$ cat config.mk
export PLATFORM = sky130hd
export DESIGN_NAME = synth_cfg_tx
export DESIGN_NICKNAME = d
export VERILOG_FILES = /design/src/rtl/synth_cfg_tx.sv
export SDC_FILE = /design/constraint.sdc
export NUM_CORES = 1
export LEC_CHECK = 0
export CAP_MARGIN = 10
export CORE_UTILIZATION = 51
export DETAILED_ROUTE_END_ITERATION = 8
export GPL_ROUTABILITY_DRIVEN = 0
export PLACE_DENSITY = 0.79
export SETUP_SLACK_MARGIN = 0.1
export SLEW_MARGIN = 25
export SYNTH_ARGS = -nofsm -noshare
export SYNTH_HDL_FRONTEND = slang
export SYNTH_SLANG_ARGS = --single-unit
$ cat constraint.sdc
create_clock -name clk_i -period 2.15 [get_ports clk_i]
set_input_delay 0.215 -clock clk_i [delete_from_list [all_inputs] [get_ports clk_i]]
set_output_delay 0.215 -clock clk_i [all_outputs]
set_load 0.02 [all_outputs]
$ cat src/rtl/synth_cfg_tx.sv
// synth_cfg_tx
// CPU-clock-domain initiator of the 4-phase req/ack handshake into cpu_to_synth_cdc.
// The CPU writes shadow copies of the synth parameters. A commit snapshots the shadows
// into the frozen output registers and then raises cpu_req_o. The outputs stay frozen
// until the handshake has completed.
//
// Ports
//   clk_i, rst_i          CPU clock, synchronous active-high reset
//   wr_en_i/addr/data     IO-mem write port (0..N-1 voice FCW, 8 mod FCW, 9 mod shift,
//                         10 note enables, 11 commit, 12 status/err clear)
//   rd_addr_i/rd_data_o   combinational read port (12 = {err, pending, busy})
//   cpu_*_o               frozen transfer data; cpu_req_o is the registered request
//   cpu_ack_i             asynchronous acknowledge from the synth domain
//
// Configuration macro: SYNTH_CFG_TIMEOUT_EN adds a REQ timeout that sets a sticky err.
// Without it, REQ waits indefinitely and err reads as 0.
module synth_cfg_tx #(
  parameter int N_VOICES        = 4,
  parameter int ACK_SYNC_STAGES = 2,
  parameter int TIMEOUT_CYCLES  = 1024
) (
  input  logic                     clk_i,
  input  logic                     rst_i,
  input  logic                     wr_en_i,
  input  logic [3:0]               wr_addr_i,
  input  logic [31:0]              wr_data_i,
  input  logic [3:0]               rd_addr_i,
  output logic [31:0]              rd_data_o,
  output logic [N_VOICES*24-1:0]   cpu_carrier_fcws_o,
  output logic [23:0]              cpu_mod_fcw_o,
  output logic [4:0]               cpu_mod_shift_o,
  output logic [N_VOICES-1:0]      cpu_note_en_o,
  output logic                     cpu_req_o,
  input  logic                     cpu_ack_i
);

  typedef enum logic [1:0] {
    ST_IDLE     = 2'd0,
    ST_LOAD     = 2'd1,
    ST_REQ      = 2'd2,
    ST_WAIT_LOW = 2'd3
  } state_e;

  state_e                       state_q;
  logic [23:0]                  car_sh_q [N_VOICES];
  logic [23:0]                  car_sh_d [N_VOICES];
  logic [23:0]                  mod_fcw_sh_q, mod_fcw_sh_d;
  logic [4:0]                   mod_shift_sh_q, mod_shift_sh_d;
  logic [N_VOICES-1:0]          note_en_sh_q, note_en_sh_d;
  logic [23:0]                  car_out_q [N_VOICES];
  logic [23:0]                  mod_fcw_out_q;
  logic [4:0]                   mod_shift_out_q;
  logic [N_VOICES-1:0]          note_en_out_q;
  logic                         req_q;
  logic                         pending_q;
  logic [ACK_SYNC_STAGES-1:0]   ack_sync_q;
  logic                         ack_s;
  logic                         commit_s;
  logic                         busy_s;
  logic                         err_s;
  logic [23:0]                  car_pad_s [8];
  logic                         unused_s;

  assign ack_s    = ack_sync_q[ACK_SYNC_STAGES-1];
  assign commit_s = wr_en_i && (wr_addr_i == 4'd11);
  assign busy_s   = (state_q != ST_IDLE);
  assign unused_s = ^wr_data_i[31:24];

`ifdef SYNTH_CFG_TIMEOUT_EN
  logic [15:0] cnt_q;
  logic        err_q;
  logic        err_clr_s;
  assign err_clr_s = wr_en_i && (wr_addr_i == 4'd12) && wr_data_i[2];
  assign err_s     = err_q;
`else
  logic [15:0] unused_timeout_s;
  assign unused_timeout_s = 16'(TIMEOUT_CYCLES);
  assign err_s            = 1'b0;
`endif

  // Shadow next-state: a write replaces exactly one field.
  always_comb begin
    for (int i = 0; i < N_VOICES; i++) begin
      car_sh_d[i] = (wr_en_i && (wr_addr_i == 4'(i))) ? wr_data_i[23:0] : car_sh_q[i];
    end
    mod_fcw_sh_d   = (wr_en_i && (wr_addr_i == 4'd8))  ? wr_data_i[23:0]         : mod_fcw_sh_q;
    mod_shift_sh_d = (wr_en_i && (wr_addr_i == 4'd9))  ? wr_data_i[4:0]          : mod_shift_sh_q;
    note_en_sh_d   = (wr_en_i && (wr_addr_i == 4'd10)) ? wr_data_i[N_VOICES-1:0] : note_en_sh_q;
  end

  // Shadow registers and the cpu_ack synchronizer.
  always_ff @(posedge clk_i) begin
    if (rst_i) begin
      for (int i = 0; i < N_VOICES; i++) car_sh_q[i] <= 24'd0;
      mod_fcw_sh_q   <= 24'd0;
      mod_shift_sh_q <= 5'd0;
      note_en_sh_q   <= '0;
      ack_sync_q     <= '0;
    end else begin
      car_sh_q       <= car_sh_d;
      mod_fcw_sh_q   <= mod_fcw_sh_d;
      mod_shift_sh_q <= mod_shift_sh_d;
      note_en_sh_q   <= note_en_sh_d;
      ack_sync_q     <= {ack_sync_q[ACK_SYNC_STAGES-2:0], cpu_ack_i};
    end
  end

  // Handshake FSM with the frozen outputs, pending flag and optional timeout.
  // The frozen outputs load on the edge that enters LOAD. They take the shadow
  // next-state, so the snapshot equals the shadows seen during the LOAD cycle.
  // Data is therefore stable for the whole LOAD cycle before cpu_req_o rises.
  always_ff @(posedge clk_i) begin
    if (rst_i) begin
      state_q         <= ST_IDLE;
      req_q           <= 1'b0;
      pending_q       <= 1'b0;
      for (int i = 0; i < N_VOICES; i++) car_out_q[i] <= 24'd0;
      mod_fcw_out_q   <= 24'd0;
      mod_shift_out_q <= 5'd0;
      note_en_out_q   <= '0;
`ifdef SYNTH_CFG_TIMEOUT_EN
      cnt_q           <= 16'd0;
      err_q           <= 1'b0;
`endif
    end else begin
`ifdef SYNTH_CFG_TIMEOUT_EN
      if (err_clr_s) err_q <= 1'b0;
`endif
      case (state_q)
        ST_IDLE: begin
          // A stale ack (after reset or abort) holds the commit as pending.
          // A commit coinciding with a pending start is absorbed.
          if ((commit_s || pending_q) && !ack_s) begin
            state_q         <= ST_LOAD;
            pending_q       <= 1'b0;
            car_out_q       <= car_sh_d;
            mod_fcw_out_q   <= mod_fcw_sh_d;
            mod_shift_out_q <= mod_shift_sh_d;
            note_en_out_q   <= note_en_sh_d;
          end else if (commit_s) begin
            pending_q <= 1'b1;
          end
        end
        ST_LOAD: begin
          state_q <= ST_REQ;
          req_q   <= 1'b1;
`ifdef SYNTH_CFG_TIMEOUT_EN
          cnt_q   <= 16'd0;
`endif
          if (commit_s) pending_q <= 1'b1;
        end
        ST_REQ: begin
          if (commit_s) pending_q <= 1'b1;
          if (ack_s) begin
            req_q   <= 1'b0;
            state_q <= ST_WAIT_LOW;
`ifdef SYNTH_CFG_TIMEOUT_EN
          end else if (cnt_q == 16'(TIMEOUT_CYCLES - 1)) begin
            req_q   <= 1'b0;
            err_q   <= 1'b1;
            state_q <= ST_WAIT_LOW;
          end else begin
            cnt_q <= cnt_q + 16'd1;
`endif
          end
        end
        ST_WAIT_LOW: begin
          if (commit_s) pending_q <= 1'b1;
          if (!ack_s) state_q <= ST_IDLE;
        end
        default: begin
          state_q <= ST_IDLE;
          req_q   <= 1'b0;
        end
      endcase
    end
  end

  // Voice readback padded to the full 0..7 index range; absent voices read 0.
  always_comb begin
    for (int i = 0; i < 8; i++) car_pad_s[i] = 24'd0;
    for (int i = 0; i < N_VOICES; i++) car_pad_s[i] = car_sh_q[i];
  end

  // Combinational read mux.
  always_comb begin
    rd_data_o = 32'd0;
    case (rd_addr_i)
      4'd8:    rd_data_o = {8'd0, mod_fcw_sh_q};
      4'd9:    rd_data_o = {27'd0, mod_shift_sh_q};
      4'd10:   rd_data_o = {{(32-N_VOICES){1'b0}}, note_en_sh_q};
      4'd12:   rd_data_o = {29'd0, err_s, pending_q, busy_s};
      default: rd_data_o = rd_addr_i[3] ? 32'd0 : {8'd0, car_pad_s[rd_addr_i[2:0]]};
    endcase
  end

  for (genvar g = 0; g < N_VOICES; g++) begin : g_car_out
    assign cpu_carrier_fcws_o[24*g +: 24] = car_out_q[g];
  end
  assign cpu_mod_fcw_o   = mod_fcw_out_q;
  assign cpu_mod_shift_o = mod_shift_out_q;
  assign cpu_note_en_o   = note_en_out_q;
  assign cpu_req_o       = req_q;

endmodule

==> qor.yml <==
status: "complete, no violations"
cpMaxStageDelayCell: "mux4_2"
period_share_pct: 93.2
path_max_fanout: 2
synth_compound_area_share_pct: 12.8
wl_mm: 26.0
finalInstanceArea_mm2: 0.0137
synthAdderAreaFrac_pct: 0.486
synth_seq_cells: 264
drive_above_1_share_pct: 14.0
cts_sinks: 264
rows: 51
rsz0062_at_grt: "yes"
cts_tree: "built"
synth_edf_count: 0
synth_cell_types: 35
cp-end-kind: "primary output"
relSlewSlack_pct: 53.0
place_inst: 1397
switching_share_pct: 23.5
die_y_um: 144
synth.area.mux_share_pct: 18.5
detail-route-antenna-nets: 0
via_per_inst: 5.44
slew_viol_final: 0
hold_buffers: 0
synth_area_mm2: 0.0103
stdcell_count: 1454
ys_seq_area_share_pct: 51.3
clkPwrFrac_pct: 45.8
portBuffers: 189
grt.overflow.total: 0
cts_buffers: 27
core_area_mm2: 0.0197
antennaDiodeCount: 0
post-dp-hpwl_mm: 17.0
vdd_drop_max_mv: 0.640
cp_top_family: "multiplexers"
die_w_um: 144
fin_crit_ps: 2000
synthXorXnorAreaFrac_pct: 0
min_path_type: "primary input to flip-flop"
max_freq_mhz: 499
clk_pin_slew_worst_paths_ps: 60
p_seq_share_pct: 43.5
die_area_mm2: 0.0208
wl_per_cell_um: 17.9
worst_ep_arrival_time_ps: 1790
start_util_pct: 52.4
yosys.area_share.simple_pct: 12.0
fin_worst_skew_ps: 9.37
timing.setup.tns_ps: 0
grt_pass1_vias: 7644
maxCapViolCount: 0
syn2layout_area_growth_pct: 33.1
drc_errors: 0
first_pass_iters: 6
track_usage_pct: 24.6
cp_slowest_stage_delay_ps: 500
grt_pass1_wl_mm: 40.2
p_switching_uw: 2770
via_count: 7906
synth_top_family_by_area: "multiplexers"
intPower_uw: 9020
h-tree-depth: 1
syn_inst: 988
finalSetupViolations: 0
ff2ff_setup_slack_ps: 150
hold_viol_final: 0
total_power_uw: 11800
worst_slew_pin_slew_ps: 705
grt_max_degree: 100
cts_root_buffer: "clkbuf_16"
dpl_cell_area_mm2: 0.0126
clockBufferDepth: 3
leakage_uw: 0.00506
path_class: "flip-flop to primary output"
crit_buf_inv: 1
combinationalPowerShare_pct: 10.6
utilization_pct: 69.7
start_kind: "flip-flop"
ys.flop_type: "dfxtp_1"
num-fill-cells: 1501
initialDrtViolationCount: 395
final_nets: 1216
antenna_found_initial: 0
cp_cell_sequence: "mux4_2, a22o_1, clkdlybuf4s15_2"
power_density_mw_per_mm2: 861
ys_warn_count: 0
ioPinCount: 206
critical_path_required_ps: 1930
postSynthAreaPerCell_um2: 10.4
ys_async_sr_fraction_pct: 0
clock_latency_ps: 540
-- area by class of cell --
cell class	instances	area (um^2)	area share (%)
Clock inverter	17	308	2.25
Inverter	3	11.3	0.0822
Sequential cell	264	5290	38.6
Timing Repair Buffer	235	2460	18.0
Multi-Input combinational cell	637	4570	33.3
Clock buffer	33	738	5.39
Tap cell	265	332	2.42
-- per-stage QoR --
step / hold WS (ps) / setup WS (ps)
finish: 243 / 146
global route: 231 / 54.4
CTS: 232 / 100
detailed placement: 428 / -85.5
global placement: 427 / -61.3
floorplan: 343 / 409
-- cells in the final DEF, fill, tap and decap left out, types with 15 or more instances in the layout --
cell	netlist	layout
a211oi_1	122	119
a22o_1	19	19
buf_12	0	20
buf_4	25	20
clkbuf_16	0	30
clkbuf_2	0	15
clkdlybuf4s50_1	0	162
dfxtp_1	264	264
mux2i_1	136	136
mux4_2	24	24
nor2_1	272	270
-- flip-flops by register name, indices dropped and copies added (netlist names) --
name                count
cpu_carrier_fcws_o     96
mod_fcw_sh_q           24
note_en_sh_q            4
pending_q               1
cpu_mod_fcw_o          24
car_pad_s              96
ack_sync_q              2
cpu_req_o               1
cpu_note_en_o           4
mod_shift_sh_q          5
cpu_mod_shift_o         5
state_q                 2
-- worst reg2reg max path: stages (launching register included) --
cell and delay, ps:
dfxtp_1 330, inv_1 140, ha_4 190, nand3b_1 130
o31ai_4 390, clkbuf_16 250, buf_12 170, nor2_1 100
a211oi_2 230
-- cells by family after synthesis --
logic type      after synthesis
flops                       264
fa+ha+maj                     4
simple gates                299
other cells                   1
mux                         160
compound gates              166
buf+inv                      94
-- synth_stat cells (2+ instances only) --
cell type / n / area share, %
dfxtp_1: 264 / 51
a22o_1: 19 / 1.6
ha_1: 4 / 0.49
a211oi_1: 122 / 8.9
buf_4: 25 / 1.8
nor2b_1: 5 / 0.30
mux2i_1: 136 / 13
buf_2: 24 / 1.2
nor2_1: 272 / 9.9
nand2b_1: 4 / 0.24
o21ai_0: 3 / 0.15
buf_6: 4 / 0.44
nand2_1: 4 / 0.15
a21oi_1: 5 / 0.24
o211ai_1: 2 / 0.15
nor3_4: 2 / 0.32
clkbuf_1: 35 / 1.3
nand3b_1: 5 / 0.36
buf_1: 3 / 0.11
inv_1: 3 / 0.11
a211oi_2: 10 / 1.2
mux4_2: 24 / 5.2
-- power groups by stage --
stage	combinational [uW]	sequential, uW	clock, uW
floorplan	586	5350	0
global placement	1180	5240	0
detailed placement	1210	5240	0
CTS	1210	5130	5450
global route	1350	5150	5660
finish	1250	5140	5410
-- routing by layer --
layer  vias up  wire length, um  GRT usage, %
met2       218            12700          42.9
li1       3836                -             -
met1      3819            11400          31.5
met3        33             1490          4.21
met4         0              436          6.27
met5         -                0             0
-- path summary, 6_finish.rpt --
path | end | start | cells after the start
setup / recovery | rd_data_o[13] | car_pad_s[109] | 3
hold / removal | ack_sync_q[0] | cpu_ack_i | 2
setup reg to reg | cpu_carrier_fcws_o[15] | state_q[0] | 8
hold reg to reg | ack_sync_q[1] | ack_sync_q[0] | 1
-- what timing repair did --
item                                    CTS  global route
pin swaps                                 0             0
resized for setup                        51            35
endpoints found under the setup margin   25            86
buffers inserted                          0             4
cloned                                    0             3
No activity file was read; power rests on OpenSTA's default activity.
